==> src/rtl/hazard_pkg.sv <==
// -----------------------------------------------------------------------------
// hazard_pkg
// Shared definitions for the RV32I RAW hazard detection unit.
//   - Opcode constants for the instruction classes the decoder cares about.
//   - reg_use_t: which architectural registers an instruction reads/writes.
//   - raw_match(): true when a consumer reads a register a producer writes.
// -----------------------------------------------------------------------------
package hazard_pkg;

   localparam logic [6:0] OP_R      = 7'b0110011;
   localparam logic [6:0] OP_IMM    = 7'b0010011;
   localparam logic [6:0] OP_LOAD   = 7'b0000011;
   localparam logic [6:0] OP_STORE  = 7'b0100011;
   localparam logic [6:0] OP_BRANCH = 7'b1100011;
   localparam logic [6:0] OP_JAL    = 7'b1101111;
   localparam logic [6:0] OP_JALR   = 7'b1100111;
   localparam logic [6:0] OP_LUI    = 7'b0110111;
   localparam logic [6:0] OP_AUIPC  = 7'b0010111;

   typedef struct packed {
      logic [4:0] rs1;
      logic [4:0] rs2;
      logic [4:0] rd;
      logic       reads_rs1;
      logic       reads_rs2;
      logic       writes_rd;
   } reg_use_t;

   // writes_rd is already cleared for rd == x0 by the decoder, so a match
   // here always means a real pending register-file write.
   function automatic logic raw_match(input reg_use_t consumer,
                                      input reg_use_t producer);
      logic hit1;
      logic hit2;
      hit1 = consumer.reads_rs1 && (consumer.rs1 == producer.rd);
      hit2 = consumer.reads_rs2 && (consumer.rs2 == producer.rd);
      return producer.writes_rd && (hit1 || hit2);
   endfunction

endpackage

==> src/rtl/instr_reg_use.sv <==
// -----------------------------------------------------------------------------
// instr_reg_use
// Pure combinational decode of one RV32I instruction word into its register
// usage (source/destination fields and whether each is actually used).
// Ports:
//   instr    input  XLEN-bit instruction word
//   reg_use  output reg_use_t decoded register usage
// -----------------------------------------------------------------------------
module instr_reg_use
   import hazard_pkg::*;
#(
   parameter int XLEN = 32
) (
   input  logic [XLEN-1:0] instr,
   output reg_use_t        reg_use
);

   // funct3/funct7 never influence register usage for the classes decoded here
   logic unused_funct;
   assign unused_funct = ^{instr[XLEN-1:25], instr[14:12]};

   // Field extraction is unconditional; the opcode only decides which
   // fields are meaningful. Unknown opcodes (including all-zero) use nothing.
   always_comb begin
      reg_use           = '0;
      reg_use.rs1       = instr[19:15];
      reg_use.rs2       = instr[24:20];
      reg_use.rd        = instr[11:7];
      case (instr[6:0])
         OP_R: begin
            reg_use.reads_rs1 = 1'b1;
            reg_use.reads_rs2 = 1'b1;
            reg_use.writes_rd = 1'b1;
         end
         OP_IMM, OP_LOAD, OP_JALR: begin
            reg_use.reads_rs1 = 1'b1;
            reg_use.writes_rd = 1'b1;
         end
         OP_STORE, OP_BRANCH: begin
            reg_use.reads_rs1 = 1'b1;
            reg_use.reads_rs2 = 1'b1;
         end
         OP_JAL, OP_LUI, OP_AUIPC: begin
            reg_use.writes_rd = 1'b1;
         end
         default: begin
            reg_use.reads_rs1 = 1'b0;
         end
      endcase
      // x0 is hardwired, so writing it never creates a dependency
      if (instr[11:7] == 5'd0) begin
         reg_use.writes_rd = 1'b0;
      end
   end

endmodule

==> src/rtl/hazard_detection.sv <==
// -----------------------------------------------------------------------------
// hazard_detection
// RAW hazard detection and stall control for a 5-stage RV32I pipeline with no
// forwarding. The ID instruction is compared against valid producers in EX,
// MEM and WB; on a match IF/ID freeze and a bubble is pushed into ID/EX while
// older instructions keep draining.
// Ports:
//   clk, rst                 clock (rising edge), async active-high reset
//   instr_D/E/M/W            instruction words held in IF/ID, ID/EX, EX/MEM,
//                            MEM/WB
//   pc_enable, IF_ID_enable  fetch-side enables (low during a stall)
//   ID_EX_enable/flush       ID/EX load enable / bubble insert
//   EX_ME_enable/flush       EX/MEM load enable / bubble insert
//   ME_WB_enable/flush       MEM/WB load enable / bubble insert
// -----------------------------------------------------------------------------
module hazard_detection
   import hazard_pkg::*;
#(
   parameter int XLEN = 32
) (
   input  logic            clk,
   input  logic            rst,
   input  logic [XLEN-1:0] instr_D,
   input  logic [XLEN-1:0] instr_E,
   input  logic [XLEN-1:0] instr_M,
   input  logic [XLEN-1:0] instr_W,
   output logic            pc_enable,
   output logic            IF_ID_enable,
   output logic            ID_EX_enable,
   output logic            ID_EX_flush,
   output logic            EX_ME_enable,
   output logic            EX_ME_flush,
   output logic            ME_WB_enable,
   output logic            ME_WB_flush
);

   reg_use_t use_D;
   reg_use_t use_E;
   reg_use_t use_M;
   reg_use_t use_W;

   logic valid_D;
   logic valid_E;
   logic valid_M;
   logic valid_W;
   logic hazard;

   instr_reg_use #(.XLEN(XLEN)) u_dec_D (.instr(instr_D), .reg_use(use_D));
   instr_reg_use #(.XLEN(XLEN)) u_dec_E (.instr(instr_E), .reg_use(use_E));
   instr_reg_use #(.XLEN(XLEN)) u_dec_M (.instr(instr_M), .reg_use(use_M));
   instr_reg_use #(.XLEN(XLEN)) u_dec_W (.instr(instr_W), .reg_use(use_W));

   // ID is only ever a consumer and EX/MEM/WB only producers here
   logic unused_fields;
   assign unused_fields = ^{use_D.rd, use_D.writes_rd,
                            use_E.rs1, use_E.rs2, use_E.reads_rs1, use_E.reads_rs2,
                            use_M.rs1, use_M.rs2, use_M.reads_rs1, use_M.reads_rs2,
                            use_W.rs1, use_W.rs2, use_W.reads_rs1, use_W.reads_rs2};

   // Valid bits shadow the stage registers so that stale words left behind by
   // reset or bubbles never look like real producers or consumers. IF/ID
   // becomes valid on its first load after reset; bubbles enter at ID/EX.
   always_ff @(posedge clk or posedge rst) begin
      if (rst) begin
         valid_D <= 1'b0;
         valid_E <= 1'b0;
         valid_M <= 1'b0;
         valid_W <= 1'b0;
      end else begin
         if (IF_ID_enable) begin
            valid_D <= 1'b1;
         end
         valid_E <= valid_D & ~ID_EX_flush;
         valid_M <= valid_E;
         valid_W <= valid_M;
      end
   end

   // WB counts as a producer because the register file has no write-through
   // bypass: the value only becomes readable after the WB cycle ends.
   always_comb begin
      hazard = valid_D &
               ((valid_E & raw_match(use_D, use_E)) |
                (valid_M & raw_match(use_D, use_M)) |
                (valid_W & raw_match(use_D, use_W)));
   end

   // Control outputs are zero latency. Reset overrides everything; a hazard
   // freezes fetch/decode and bubbles EX while MEM and WB keep draining.
   always_comb begin
      pc_enable    = 1'b1;
      IF_ID_enable = 1'b1;
      ID_EX_enable = 1'b1;
      ID_EX_flush  = 1'b0;
      EX_ME_enable = 1'b1;
      EX_ME_flush  = 1'b0;
      ME_WB_enable = 1'b1;
      ME_WB_flush  = 1'b0;
      if (rst) begin
         pc_enable    = 1'b0;
         IF_ID_enable = 1'b0;
         ID_EX_enable = 1'b0;
         ID_EX_flush  = 1'b1;
         EX_ME_enable = 1'b0;
         EX_ME_flush  = 1'b1;
         ME_WB_enable = 1'b0;
         ME_WB_flush  = 1'b1;
      end else if (hazard) begin
         pc_enable    = 1'b0;
         IF_ID_enable = 1'b0;
         ID_EX_flush  = 1'b1;
      end
   end

endmodule

==> config.mk <==
export PLATFORM = sky130hd
export DESIGN_NAME = hazard_detection
export DESIGN_NICKNAME = d
export VERILOG_FILES = /design/src/rtl/hazard_pkg.sv /design/src/rtl/instr_reg_use.sv /design/src/rtl/hazard_detection.sv
export SDC_FILE = /design/constraint.sdc
export NUM_CORES = 1
export LEC_CHECK = 0
export ABC_AREA = 1
export BUFFER_PORTS_ARGS = -buffer_cell sky130_fd_sc_hd__buf_2
export CAP_MARGIN = 5
export CORE_MARGIN = 5
export CORE_UTILIZATION = 26
export DETAILED_ROUTE_END_ITERATION = 8
export PLACE_DENSITY_LB_ADDON = 0.2
export SYNTH_ARGS = -nofsm -noshare
export SYNTH_HDL_FRONTEND = slang
export SYNTH_SLANG_ARGS = --single-unit
export TNS_END_PERCENT = 30
==> constraint.sdc <==
create_clock -name clk -period 1.1 [get_ports clk]
set_clock_uncertainty 0.1 [all_clocks]
set_input_delay 0.055 -clock clk [delete_from_list [all_inputs] [get_ports clk]]
set_output_delay 0.055 -clock clk [all_outputs]
set_load 0.005 [all_outputs]
==> impl_metrics.tcl <==
set metrics [dict create \
    status "finished, violations left" \
    violations "setup timing" \
    required_ps 940 \
    internal_power_w 0.000456 \
    die_y_um 68.5 \
    htreeDepth 1 \
    netlist_area_sq_um 890 \
    postLayoutCoreUtil_pct 39.8 \
    drv_slew 0 \
    grt_pass1_wl_um 4400 \
    synth_top_family_by_area "simple AND/OR/NAND/NOR gates" \
    synth.distinct_cells 21 \
    syn_to_final_growth_pct 49.2 \
    cts_tree "done" \
    p_seq_share_pct 21.9 \
    fin_crit_sh_pct 134 \
    synth_top_area_share_pct 25.7 \
    min_path_cells 2 \
    dp.cells 273 \
    ys_seq_area_share_pct 11.3 \
    crit_top_cell "a21oi_2" \
    finalInstanceArea_sq_mm 0.00133 \
    final_nets 365 \
    end_kind "primary output" \
    fmax_mhz 680 \
    grt-ovfl-total 0 \
    n_antenna_cell 0 \
    ant_nets 0 \
    grt_use_total_pct 12.2 \
    io_buffers 62 \
    wl_per_cell_um 10.0 \
    synth-seq-cells 4 \
    synth-compound-area-share_pct 3.80 \
    grt_pass1_vias 1077 \
    reg2reg_setup_slack_ps -120 \
    ir_drop_mv 0.442 \
    numCtsBuffers 3 \
    slowest_stage "dfrtp_1" \
    worst_pin_slew_ps 208 \
    synth_area_leaders "nand2_1 26%, dfrtp_1 11%, inv_1 11%" \
    drv_cap 0 \
    clockRootBuffer "clkbuf_4" \
    cts_buffer_depth 2 \
    leakage_nw 0.799 \
    layout-drive-gt1-share_pct 36.9 \
    combinationalPowerShare_pct 52.5 \
    start_util_pct 26.7 \
    synth.area.mux_share_pct 0 \
    layout_commonest_cell "buf_2" \
    slowest_delay_ps 370 \
    finalSetupViolations 7 \
    vias_per_cell 4.09 \
    core_area_sq_mm 0.00334 \
    clock_latency_ps 240 \
    max_slew_margin_pct 86.0 \
    totalWireLength_um 2790 \
    first_iter_violations 30 \
    cp.arrival_ps 1320 \
    setup.worst_path.start_class "flip-flop" \
    rr_worst_depth 7 \
    p_sw_w 0.000254 \
    multiInputGateArea_sq_um 677 \
    dr.pass1.iters 2 \
    place_hpwl_um 2460 \
    final_hold_viol_count 0 \
    die_w_um 68.5 \
    rsz0062_at_grt "true" \
    critical_path_class "flip-flop to primary output" \
    place_area_sq_mm 0.00126 \
    path_cells "and3_1 > nand2_1 > a21oi_2 > nand2_2 > nand3_4 > a21oi_2 > buf_2" \
    yosys.area.top_type "nand2_1" \
    grt_max_degree 9 \
    synthXorXnorAreaFrac_pct 17.7 \
    avgSynthCellArea_sq_um 5.39 \
    synth_cells 165 \
    rows 21 \
    n_fill_cell 396 \
    p_per_area_mw_per_mm2 534 \
    mostFrequentLayoutCells "62 x buf_2, 60 x nand2_1, 24 x inv_1" \
    fin_cells 279 \
    clkSlewWorstSetupHoldPaths_ps 40 \
    cp_max_fo 3 \
    setup_ws_ps -371 \
    ys_warn_count 0 \
    place_congestion 0.769 \
    hold_slack_ps 243 \
    drc 0 \
    synth_fa_ha_area_share_pct 0 \
    ios 138 \
    synth_nets 295 \
    regArea_sq_um 100 \
    yosys.area_share.simple_pct 52.0 \
    clock-sinks 4 \
    vias 1142 \
    netSwitchingFraction_pct 35.7 \
    die_area_sq_mm 0.00469 \
    setup_tns_ps -1580 \
    fin_crit_ps 1470 \
    min_path_type "input port to primary output" \
    pwr-share-clk_pct 25.6 \
    antenna_found_initial 0 \
]
Yosys cell counts:
master	instances
nand2_1	61
inv_1	25
nor2_1	17
nand3_1	13
xor2_1	10
xnor2_1	8
buf_4	5
dfrtp_1	4
nand4_1	4
a21oi_1	3
and3_1	3
nand2_2	3
a21oi_2	1
inv_2	1
nand3_2	1
nor2_2	1
nor2_4	1
nor3_1	1
nor3_2	1
o21ai_0	1
o21ai_1	1
flip-flops by register name (all words and copies together), names as in the netlist:
register  cells
valid_D       1
valid_E       1
valid_M       1
valid_W       1
worst paths after layout:
kind                                        start                end
worst max-delay path            valid_M$_DFF_PP0_       IF_ID_enable
worst min-delay path                          rst        EX_ME_flush
worst max register to register  valid_M$_DFF_PP0_  valid_E$_DFF_PP0_
worst min register to register  valid_M$_DFF_PP0_  valid_W$_DFF_PP0_
max in group asynchronous                     rst  valid_E$_DFF_PP0_
min in group asynchronous                     rst  valid_M$_DFF_PP0_
cells by family (layout without fill, tap and decap cells):
| logic type | count (synthesis) | in the layout |
|---|---|---|
| AOI/OAI and AO/OA | 6 | 6 |
| xor gates and xnor gates | 18 | 18 |
| buffers and inverters | 31 | 99 |
| DFF | 4 | 4 |
| and+or+nand+nor | 106 | 106 |
critical path, delay by kind of cell, from the launching register on:
kind                   cells  cell delay [ps]
AND/OR/NAND/NOR            4              380
buffers and inverters      1              140
flip-flops                 1              370
AO/OA/AOI/OAI              2              190
power by group through the flow:
stage | logic, W | clock network (W) | registers, W
after floorplan | 0.000178 | 0 | 0.000157
after detailed placement | 0.000364 | 0 | 0.000157
after global placement | 0.000363 | 0 | 0.000157
final | 0.000372 | 0.000182 | 0.000156
after CTS | 0.000372 | 0.000187 | 0.000155
after global routing | 0.000429 | 0.000200 | 0.000156
routing by layer:
| metal | share of wire (%) | GRT usage, % | wire length [um] |
|---|---|---|---|
| met1 | 44 | 16.4 | 1240 |
| met2 | 49 | 20.5 | 1360 |
| met3 | 6.5 | 1.62 | 181 |
| met4 | 0.32 | 2.98 | 9 |
| met5 | 0 | 0 | 0 |
layout make-up:
cell class	count	share of cell area, %
tap	46	4.34
timing repair buffer	70	28.1
sequential	4	7.54
multi-input combinational	130	51.0
clock buffer	3	1.70
inverter	26	7.35
per-stage QoR:
stage	worst slack [ps]	total power, W
6_report	-371	0.000709
5_1_grt	-443	0.000785
4_1_cts	-340	0.000714
3_5_place_dp	-174	0.000521
3_3_place_gp	-141	0.000520
2_1_floorplan	-80.6	0.000335
repair_timing:
item / in CTS / in global routing
hold buffers: 1 / 0
endpoints found under the setup margin: 4 / 7
gates resized for setup: 3 / 3
pin swaps: 4 / 1
buffers inserted: 2 / 0
hold endpoints to repair: 6 / 0
gates cloned: 0 / 0
Power figures use the tool's default switching activity.
